--- src/rtl/memory_arbiter.sv ---
// Two-port (instruction fetch / load-store) arbiter in front of a single shared memory.
// Every access takes IDLE/DONE -> ACCESS -> DONE; illegal accesses still complete, with a fault.
module memory_arbiter #(
   parameter int DATA_WIDTH    = 32,
   parameter int MEMORY_DEPTH  = 64,
   parameter int MAX_LS_STREAK = 2
) (
   input  logic                  clk,
   input  logic                  reset,
   input  logic                  if_req,
   input  logic [DATA_WIDTH-1:0] if_addr,
   output logic                  if_ready,
   output logic [DATA_WIDTH-1:0] if_rdata,
   output logic                  if_fault,
   input  logic                  ls_req,
   input  logic                  ls_we,
   input  logic [DATA_WIDTH-1:0] ls_addr,
   input  logic [DATA_WIDTH-1:0] ls_wdata,
   output logic                  ls_ready,
   output logic [DATA_WIDTH-1:0] ls_rdata,
   output logic                  ls_fault,
   output logic                  mem_enable,
   output logic [DATA_WIDTH-1:0] mem_addr,
   output logic [DATA_WIDTH-1:0] mem_wdata,
   input  logic [DATA_WIDTH-1:0] mem_rdata
);

   localparam logic [1:0] S_IDLE   = 2'd0;
   localparam logic [1:0] S_ACCESS = 2'd1;
   localparam logic [1:0] S_DONE   = 2'd2;

   localparam int SW = $clog2(MAX_LS_STREAK + 1);
   localparam logic [SW-1:0] STREAK_MAX = SW'(MAX_LS_STREAK);

   localparam logic [DATA_WIDTH-1:0] TEXT_BASE    = DATA_WIDTH'(32'h0040_0000);
   localparam logic [DATA_WIDTH-1:0] DATA_BASE    = DATA_WIDTH'(32'h1001_0000);
   localparam logic [DATA_WIDTH-1:0] REGION_BYTES = DATA_WIDTH'(4 * MEMORY_DEPTH);

   logic [1:0]            state_q, state_d;
   logic                  gnt_ls_q, gnt_ls_d;
   logic [DATA_WIDTH-1:0] addr_q, addr_d;
   logic [DATA_WIDTH-1:0] wdata_q, wdata_d;
   logic                  we_q, we_d;
   logic                  legal_q, legal_d;
   logic [SW-1:0]         streak_q, streak_d;
   logic [DATA_WIDTH-1:0] rdata_q, rdata_d;
   logic                  fault_q, fault_d;

   logic                  if_win, ls_win;
   logic [DATA_WIDTH-1:0] sel_addr;
   logic                  in_text, in_data, sel_legal;

   always_comb begin
      if_win = 1'b0;
      ls_win = 1'b0;
      if (if_req && (streak_q == STREAK_MAX || !ls_req)) if_win = 1'b1;
      else if (ls_req) ls_win = 1'b1;
      // If the arbitration winner is the port being answered this DONE cycle, its req
      // is still the old one: skip a cycle instead of handing the slot to the loser,
      // so the streak limit (not the ready timing) decides the interleave.
      if (state_q == S_DONE && ((ls_win && gnt_ls_q) || (if_win && !gnt_ls_q))) begin
         if_win = 1'b0;
         ls_win = 1'b0;
      end

      sel_addr  = ls_win ? ls_addr : if_addr;
      // Unsigned offset compare also rejects addresses below the base (wraps large).
      in_text   = (sel_addr - TEXT_BASE) < REGION_BYTES;
      in_data   = (sel_addr - DATA_BASE) < REGION_BYTES;
      sel_legal = (sel_addr[1:0] == 2'b00) &&
                  (if_win ? in_text : (ls_we ? in_data : (in_text || in_data)));

      state_d  = state_q;
      gnt_ls_d = gnt_ls_q;
      addr_d   = addr_q;
      wdata_d  = wdata_q;
      we_d     = we_q;
      legal_d  = legal_q;
      streak_d = streak_q;
      rdata_d  = rdata_q;
      fault_d  = fault_q;

      case (state_q)
         S_IDLE, S_DONE: begin
            if (if_win || ls_win) begin
               state_d  = S_ACCESS;
               gnt_ls_d = ls_win;
               addr_d   = sel_addr;
               we_d     = ls_win && ls_we;
               wdata_d  = ls_win ? ls_wdata : '0;
               legal_d  = sel_legal;
               if (if_win) streak_d = '0;
               else if (if_req && streak_q != STREAK_MAX) streak_d = streak_q + SW'(1);
            end else begin
               state_d = S_IDLE;
            end
         end
         S_ACCESS: begin
            state_d = S_DONE;
            rdata_d = legal_q ? mem_rdata : '0;
            fault_d = !legal_q;
         end
         default: state_d = S_IDLE;
      endcase
   end

   always_ff @(posedge clk or posedge reset) begin
      if (reset) begin
         state_q  <= S_IDLE;
         gnt_ls_q <= 1'b0;
         addr_q   <= '0;
         wdata_q  <= '0;
         we_q     <= 1'b0;
         legal_q  <= 1'b0;
         streak_q <= '0;
         rdata_q  <= '0;
         fault_q  <= 1'b0;
      end else begin
         state_q  <= state_d;
         gnt_ls_q <= gnt_ls_d;
         addr_q   <= addr_d;
         wdata_q  <= wdata_d;
         we_q     <= we_d;
         legal_q  <= legal_d;
         streak_q <= streak_d;
         rdata_q  <= rdata_d;
         fault_q  <= fault_d;
      end
   end

   assign if_ready   = (state_q == S_DONE) && !gnt_ls_q;
   assign ls_ready   = (state_q == S_DONE) && gnt_ls_q;
   assign if_rdata   = if_ready ? rdata_q : '0;
   assign ls_rdata   = ls_ready ? rdata_q : '0;
   assign if_fault   = if_ready && fault_q;
   assign ls_fault   = ls_ready && fault_q;
   assign mem_enable = (state_q == S_ACCESS) && we_q && legal_q;
   assign mem_addr   = (state_q == S_ACCESS) ? addr_q  : '0;
   assign mem_wdata  = (state_q == S_ACCESS) ? wdata_q : '0;

endmodule

--- config.mk ---
export PLATFORM = sky130hd
export DESIGN_NAME = memory_arbiter
export DESIGN_NICKNAME = d
export VERILOG_FILES = /design/src/rtl/memory_arbiter.sv
export SDC_FILE = /design/constraint.sdc
export NUM_CORES = 1
export LEC_CHECK = 0
export ABC_AREA = 1
export CAP_MARGIN = 20
export CORE_UTILIZATION = 42
export CTS_CLUSTER_DIAMETER = 30
export DETAILED_ROUTE_END_ITERATION = 10
export GPL_TIMING_DRIVEN = 0
export PLACE_DENSITY = 0.81
export SYNTH_ARGS = -nofsm -noshare
export SYNTH_HDL_FRONTEND = slang
export SYNTH_SLANG_ARGS = --single-unit
--- constraint.sdc ---
create_clock -name clk -period 4.2 [get_ports clk]
set_clock_uncertainty 0.05 [all_clocks]
set_input_delay 0.63 -clock clk [delete_from_list [all_inputs] [get_ports clk]]
set_output_delay 0.63 -clock clk [all_outputs]
set_load 0.01 [all_outputs]
==> impl_metrics.tcl, run 1 <==
set metrics [dict create \
    final_antenna_net_count 0 \
    nets 1266 \
    seqCellArea_sq_mm 0.00260 \
    dp_hpwl_um 15100 \
    yosysMostFrequentCell "nand2_1" \
    hold_start "legal_q$_DFFE_PP0P_" \
    avgSynthCellArea_sq_um 6.84 \
    switching_share_pct 39.4 \
    synthTopCellsByCount "189 x nand2_1, 161 x nor2_1, 143 x inv_1" \
    rsz0062_at_grt "no" \
    clockPowerShare_pct 21.5 \
    r2r-end "legal_q$_DFFE_PP0P_" \
    dr.first_iter.drc_count 371 \
    grt_util_met2_pct 46.1 \
    vias 6395 \
    worstSetupPathType "flip-flop to primary output" \
    holdPathEnd "legal_q$_DFFE_PP0P_" \
    pwr-share-comb_pct 45.9 \
    maxSlewViolCount 0 \
    grt_pass1_wl_um 30900 \
    fin_crit_sh_pct 84.9 \
    min_period_ps 3570 \
    std_cell_rows 42 \
    ys.flop_type "dfrtp_1" \
    clock_latency_ps 350 \
    setup_viol 0 \
    p_per_area_mw_per_mm2 497 \
    layout-area-overhead-vs-synth_pct 55.3 \
    core_sq_mm 0.0134 \
    place_inst 1297 \
    synth_edf_count 0 \
    post_cts_buffers 0 \
    synth.area.top_cells "dfrtp_1 44%, nand2_1 12%, nor2_1 10%, inv_1 9.2%, o21ai_0 8.4%" \
    async_flop_share_pct 100 \
    drt-wirelength-per-cell_um 15.0 \
    tightest_slew_ps 881 \
    antenna_found_initial 0 \
    ctsResizeCount 0 \
    p_switching_mw 1.78 \
    synth_top_cell_area_share_pct 44.5 \
    hold_path_class "flip-flop to flip-flop" \
    ys_types 30 \
    synth_top_cell_by_area "dfrtp_1" \
    stdcell_area_sq_mm 0.00909 \
    cp.required_ps 3520 \
    internal_power_mw 2.74 \
    clk_path_buf_depth 2 \
    clock.fmax_mhz 280 \
    seq_area_frac_synth_pct 44.5 \
    gr-usage-met1_pct 34.4 \
    h-tree-depth 3 \
    die_h_um 120 \
    firstDrtPassIters 4 \
    holdBufCountCts 0 \
    io_buffers 265 \
    crit_path_max_fanout 10 \
    drc 0 \
    root_buffer "clkbuf_16" \
    cts_tree "yes" \
    critPathLaunchType "flip-flop" \
    die_area_sq_mm 0.0144 \
    dieWidth_um 120 \
    syn_nets 989 \
    grt.busiest_layer "met2" \
    ys_ff_latch 104 \
    clk_pin_slew_ps 70 \
    status "complete, no violations" \
    r2r_start "streak_q[0]$_DFFE_PP0P_" \
    vdd_ir_drop_max_v 0.000220 \
    start_util_pct 43.7 \
    place.gp.congestion 0.943 \
    multiInputGateArea_sq_mm 0.00248 \
    grt_overflow 0 \
    slew_headroom_pct 41.3 \
    netlist_area_sq_mm 0.00585 \
    maxCapViolCount 0 \
    grt_use_total_pct 27.5 \
    drive_above_1_share_pct 4.40 \
    gr-usage-met3_pct 6.70 \
    end_kind "primary output" \
    diodes 0 \
    leakage_nw 4.06 \
    hold_depth 2 \
    numCtsBuffers 9 \
    dpl-instance-area_sq_mm 0.00875 \
    fin_util_pct 67.8 \
    yosys_warnings 0 \
    avgViaCountPerCell 4.87 \
    seqPwrFrac_pct 32.6 \
    nFillCells 1146 \
    clkSinkCount 104 \
    worstPathArrival_ps 2890 \
    wl_um 19600 \
    hold_violations 0 \
    r2r_setup_slack_ps 1570 \
    io_pins 266 \
    grt_max_degree 69 \
    layout.cells.non_filler 1313 \
    reg2reg_depth 16 \
    grt_pass1_vias 6019 \
    synthCells 855 \
]
-- per-layer routing --
metal	up-vias	routed length, um
li1	3166	-
met3	31	1470
met5	-	0
met4	0	473
met2	242	9370
met1	2956	8330
-- state kept, by name, summed over array words and instances (netlist names) --
name	count
addr_q	32
fault_q	1
gnt_ls_q	1
legal_q	1
rdata_q	32
state_q	2
streak_q	2
wdata_q	32
we_q	1
-- worst max path at each step --
stage	start	endpoint	slack, ps	depth (start not counted)
final	state_q[0]$_DFF_PP0_	mem_wdata[0]	630	7
after global routing	state_q[0]$_DFF_PP0_	mem_wdata[0]	340	7
after CTS	state_q[0]$_DFF_PP0_	mem_wdata[0]	570	7
after detailed placement	state_q[0]$_DFF_PP0_	mem_wdata[0]	970	7
after global placement	reset	addr_q[23]$_DFFE_PP0P_	-860	2
after floorplan	reset	addr_q[0]$_DFFE_PP0P_	790	1
-- placed cells by master (no fill, tap or decap), drive strengths merged --
cell type      netlist  layout
clkdlybuf4s50        0     265
nand2              192     192
nor2               166     166
inv                145     146
dfrtp              104     104
o21ai              103     103
nand3               58      58
clkbuf              27      36
buf                 19      20
nand3b              16      16
a21oi                7       7
a31oi                6       6
clkinv               2       5
nor3                 4       4
nand4                3       3
bufinv               0       3
o211ai               1       1
mux2i                1       1
ha                   1       1
-- through the flow --
step	setup TNS, ps	hold slack (ps)	power [mW]	setup slack (ps)
floorplan	0	399	2.62	788
global placement	-88100	415	3.51	-857
detailed placement	0	422	3.55	969
CTS	0	438	4.53	565
global route	0	464	4.84	337
finish	0	433	4.51	632
-- cell families (layout without fill, tap and decap cells) --
logic type | after synthesis | count (layout) | share of synthesized area (%)
buf+inv | 193 | 475 | 13.2
flops | 104 | 104 | 44.5
compound gates | 117 | 117 | 10.5
fa+ha+maj | 1 | 1 | 0.214
simple gates | 439 | 439 | 31.5
mux | 1 | 1 | 0.171
-- final cells by class --
class,instances,area share (%)
plain buffers,46,2.40
clock buffers,9,2.48
clock inverters,7,1.29
inverters,147,6.10
multi-input cells,558,27.3
flip-flops and latches,104,28.6
well taps,176,2.42
repair buffers,266,29.4
-- critical path, cell delays in order (launching register included) --
cell,delay [ps]
dfrtp_1,390
inv_2,70
nor2_1,500
inv_1,120
clkbuf_1,300
clkbuf_1,380
nor2_1,170
clkdlybuf4s50_1,610
-- power by group through the flow --
stage	Combinational, mW	Sequential [mW]	Clock [mW]
5_1_grt	2.31	1.51	1.02
4_1_cts	2.08	1.47	0.982
6_report	2.07	1.47	0.971
3_5_place_dp	2.07	1.48	0
3_3_place_gp	2.04	1.47	0
2_1_floorplan	1.17	1.45	0
(Power assumes the default switching activity.)
==> inputs of run 2 (changes only) <==
- clock period: 4.2 -> 3.45 ns (I/O delays scaled with it)
==> run 2 against run 1 <==
Net effect: worst hold slack about the same; worst setup slack got worse by 320 ps; non-clock buffer count unchanged; die area unchanged; via count decreased by 0.44%; sequential power increased by 22%; critical path type unchanged; largest cell class unchanged.
==> impl_metrics.tcl, run 2 (synthesis results as in run 1) <==
set metrics [dict create \
    status "complete, no violations" \
    switching_share_pct 39.5 \
    grt_overflow 0 \
    clock.fmax_mhz 318 \
    pwr-share-comb_pct 46.0 \
    clk_pin_slew_ps 70 \
    p_switching_mw 2.17 \
    min_period_ps 3140 \
    avgViaCountPerCell 4.85 \
    rsz0062_at_grt "no" \
    grt_max_degree 69 \
    nets 1266 \
    leakage_nw 4.06 \
    cts_tree "yes" \
    slew_headroom_pct 41.7 \
    die_h_um 120 \
    clock_latency_ps 350 \
    std_cell_rows 42 \
    tightest_slew_ps 875 \
    vdd_ir_drop_max_v 0.000268 \
    worstSetupPathType "flip-flop to primary output" \
    setup_viol 0 \
    wl_um 19600 \
    h-tree-depth 3 \
    grt_use_total_pct 27.5 \
    clk_path_buf_depth 2 \
    fin_crit_sh_pct 91.1 \
    vias 6367 \
    drc 0 \
    root_buffer "clkbuf_16" \
    seqPwrFrac_pct 32.6 \
    grt_pass1_wl_um 30900 \
    critPathLaunchType "flip-flop" \
    worstPathArrival_ps 2570 \
    r2r_setup_slack_ps 820 \
    nFillCells 1144 \
    io_buffers 265 \
    top_regs "addr_q x32, rdata_q x32, wdata_q x32" \
    die_area_sq_mm 0.0144 \
    clockPowerShare_pct 21.5 \
    start_util_pct 43.7 \
    layout_commonest_cell "clkdlybuf4s50_1" \
    grt_pass1_vias 6019 \
    stdcell_area_sq_mm 0.00910 \
    dr.first_iter.drc_count 373 \
    hold_path_class "flip-flop to flip-flop" \
    antenna_found_initial 0 \
    maxSlewViolCount 0 \
    drt-wirelength-per-cell_um 14.9 \
    hold_violations 0 \
    whs_ps 433 \
    dieWidth_um 120 \
    io_pins 266 \
    dp_hpwl_um 15100 \
    finalPower_mw 5.51 \
    crit_path_max_fanout 10 \
    diodes 0 \
    maxCapViolCount 0 \
    final_antenna_net_count 0 \
    numCtsBuffers 9 \
    end_kind "primary output" \
    drive_above_1_share_pct 4.57 \
    place.gp.congestion 0.943 \
    layout_common_cells "265 x clkdlybuf4s50_1, 189 x nand2_1, 160 x nor2_1" \
    layout-area-overhead-vs-synth_pct 55.5 \
    cp.required_ps 2880 \
    p_per_area_mw_per_mm2 605 \
    dpl-instance-area_sq_mm 0.00875 \
    internal_power_mw 3.33 \
    clkSinkCount 104 \
    core_sq_mm 0.0134 \
    firstDrtPassIters 5 \
]
-- run 2: critical path, cell delays in order, from the launching register on --
cell and delay [ps]:
dfrtp_1 410, inv_2 120, nor2_4 70, inv_1 70, clkbuf_1 440, clkbuf_1 440, nor2_1 80, clkdlybuf4s50_1 580
-- run 2: area by class of cell --
class	count	area (sq um)	share of cell area (%)
Timing Repair Buffer	266	2670	29.4
Sequential cell	104	2600	28.6
Multi-Input combinational cell	558	2490	27.3
Inverter	147	554	6.09
Clock buffer	9	225	2.48
Tap cell	176	220	2.42
Buffer	46	219	2.41
Clock inverter	7	118	1.29
-- run 2: timing repair --
item                                    in CTS  in global routing
hold buffers                                 0                  0
cloned                                       0                  0
resized for setup                            1                  3
setup buffers                                0                  0
pin swaps                                    0                  0
endpoints found under the setup margin      13                  8
-- run 2: per-stage QoR --
step	util [%]	worst slack, ps	setup TNS, ps	cells
4_1_cts	67.8	144	0	1313
3_3_place_gp	65.1	-1490	-154400	1296
5_1_grt	67.9	108	0	1313
6_report	67.9	309	0	1313
3_5_place_dp	65.3	331	0	1297
2_1_floorplan	-	150	0	855
-- run 2: per-layer routing --
| layer | vias to the layer above | share of wire [%] | global-route usage, % |
|---|---|---|---|
| met5 | - | 0 | 0 |
| met4 | 0 | 2.4 | 9.69 |
| met3 | 31 | 7.8 | 6.70 |
| met2 | 246 | 48 | 46.1 |
| met1 | 2929 | 42 | 34.4 |
| li1 | 3161 | - | - |
-- run 2: final timing paths --
kind                                              start                       to  cells after the start
worst min-delay path                legal_q$_DFFE_PP0P_      legal_q$_DFFE_PP0P_                      2
worst max register to register  streak_q[0]$_DFFE_PP0P_  wdata_q[31]$_DFFE_PP0P_                     11
max in group asynchronous                         reset   addr_q[21]$_DFFE_PP0P_                      3
worst min register to register      legal_q$_DFFE_PP0P_      legal_q$_DFFE_PP0P_                      2
worst max-delay path               state_q[0]$_DFF_PP0_             mem_addr[15]                      7
min in group asynchronous                         reset  rdata_q[23]$_DFFE_PP0P_                      2
-- run 2: power by group through the flow --
stage                     registers [mW]  clock network, mW  logic (mW)
final                               1.79               1.18        2.53
after global routing                1.83               1.24        2.82
after CTS                           1.79               1.20        2.54
after detailed placement            1.81                  0        2.52
after global placement              1.79                  0        2.48
after floorplan                     1.77                  0        1.42
==> inputs of run 3 (changes only) <==
- CELL_PAD_IN_SITES_DETAIL_PLACEMENT: unset -> 1
- CELL_PAD_IN_SITES_GLOBAL_PLACEMENT: unset -> 1
- CORE_UTILIZATION: 42 -> 28
- PLACE_DENSITY: 0.81 -> 0.79
==> run 3 against run 2 <==
Net effect: sequential share of layout area decreased by 0.22 points; final cell count increased by 7.2%; worst hold slack improved by 6.5 ps; fmax decreased by 0.44%; highest routed layer unchanged.
==> impl_metrics.tcl, run 3 (synthesis results as in run 1) <==
set metrics [dict create \
    dpl-instance-area_sq_mm 0.00887 \
    slew_headroom_pct 55.7 \
    dieWidth_um 147 \
    leakage_nw 4.03 \
    cp.required_ps 2880 \
    setup_viol 0 \
    start_util_pct 28.7 \
    worstPathArrival_ps 2590 \
    drc 0 \
    seqPwrFrac_pct 33.2 \
    maxCapViolCount 0 \
    fin_tns_setup_ps 0 \
    vdd_ir_drop_max_v 0.000236 \
    avgViaCountPerCell 4.50 \
    firstDrtPassIters 4 \
    clock.fmax_mhz 317 \
    grt_pass1_wl_um 35700 \
    grt_pass1_vias 6637 \
    nets 1266 \
    status "complete, no violations" \
    die_h_um 147 \
    switching_share_pct 41.8 \
    dr.first_iter.drc_count 196 \
    wl_um 21900 \
    top_regs "addr_q x32, rdata_q x32, wdata_q x32" \
    fin_ws_ps 295 \
    crit_path_max_fanout 10 \
    drt-wirelength-per-cell_um 15.6 \
    h-tree-depth 3 \
    fin_util_pct 45.0 \
    antenna_found_initial 0 \
    drive_above_1_share_pct 4.49 \
    holdBufCountCts 0 \
    clk_pin_slew_ps 80 \
    die_area_sq_mm 0.0215 \
    stdcell_area_sq_mm 0.00917 \
    finalPower_mw 5.40 \
    hold_violations 0 \
    min_period_ps 3160 \
    final_antenna_net_count 0 \
    vias 6327 \
    grt_use_total_pct 21.0 \
    clockPowerShare_pct 19.0 \
    layout_common_cells "265 x clkdlybuf4s50_1, 189 x nand2_1, 160 x nor2_1" \
    diodes 0 \
    hold_path_class "flip-flop to flip-flop" \
    clkSinkCount 104 \
    numCtsBuffers 9 \
    end_kind "primary output" \
    internal_power_mw 3.14 \
    p_per_area_mw_per_mm2 589 \
    std_cell_rows 52 \
    pre_cts_ws_ps 246 \
    clock_latency_ps 350 \
    layout_commonest_cell "clkdlybuf4s50_1" \
    grt_overflow 0 \
    fin_crit_sh_pct 91.5 \
    pwr-share-comb_pct 47.7 \
    cts_tree "yes" \
    dp_hpwl_um 17300 \
    core_sq_mm 0.0204 \
    io_pins 266 \
    critPathLaunchType "flip-flop" \
    place.gp.congestion 0.861 \
    io_buffers 265 \
    tightest_slew_ps 665 \
    layout-area-overhead-vs-synth_pct 56.7 \
    p_switching_mw 2.26 \
    maxSlewViolCount 0 \
    root_buffer "clkbuf_16" \
    grt_max_degree 60 \
    clk_path_buf_depth 2 \
    worstSetupPathType "flip-flop to primary output" \
    rsz0062_at_grt "no" \
]
-- run 3: through the flow --
step	hold WS [ps]	instances
2_1_floorplan	399	855
3_3_place_gp	418	1390
3_5_place_dp	425	1391
4_1_cts	444	1407
5_1_grt	475	1407
6_report	439	1407
-- run 3: area by class of cell --
type                            instances  area (sq um)
Timing Repair Buffer                  266          2680
Sequential cell                       104          2600
Clock buffer                           10           239
Tap cell                              270           338
Clock inverter                          6          50.0
Multi-Input combinational cell        558          2490
Inverter                              147           554
Buffer                                 46           218
Fill cell                            2589         11200
-- run 3: layer usage --
metal / vias up / track usage [%] / share of wire [%]
li1: 3155 / - / -
met1: 2979 / 27.3 / 46
met2: 171 / 36.2 / 49
met3: 22 / 2.88 / 3.5
met4: 0 / 6.20 / 1.7
met5: - / 0 / 0
-- run 3: repair_timing --
action,4_1_cts,5_1_grt
gates resized for setup,1,1
endpoints found under the setup margin,50,11
buffers inserted,0,0
pin swaps,0,0
-- run 3: power by group through the flow --
stage          logic (mW)  clock network [mW]  registers (mW)
2_1_floorplan        1.42                   0            1.77
3_3_place_gp         2.55                   0            1.80
3_5_place_dp         2.60                   0            1.82
4_1_cts              2.62                1.06            1.80
5_1_grt              2.90                1.10            1.85
6_report             2.58                1.03            1.80
-- run 3: worst max-delay path, stage by stage (launching register included) --
cell and delay, ps:
dfrtp_1 410, inv_2 120, nor2_4 80, inv_1 80
clkbuf_1 470, clkbuf_1 460, nor2_1 90, clkdlybuf4s50_1 530
-- run 3: worst paths after layout --
kind	from	endpoint	slack (ps)	cells past startpoint
setup / recovery	state_q[0]$_DFF_PP0_	mem_wdata[25]	290	7
hold / removal	addr_q[31]$_DFFE_PP0P_	addr_q[31]$_DFFE_PP0P_	440	2
setup reg to reg	streak_q[0]$_DFFE_PP0P_	wdata_q[1]$_DFFE_PP0P_	740	11
hold reg to reg	addr_q[31]$_DFFE_PP0P_	addr_q[31]$_DFFE_PP0P_	440	2
max in group asynchronous	reset	addr_q[23]$_DFFE_PP0P_	2070	3
min in group asynchronous	reset	rdata_q[25]$_DFFE_PP0P_	560	2
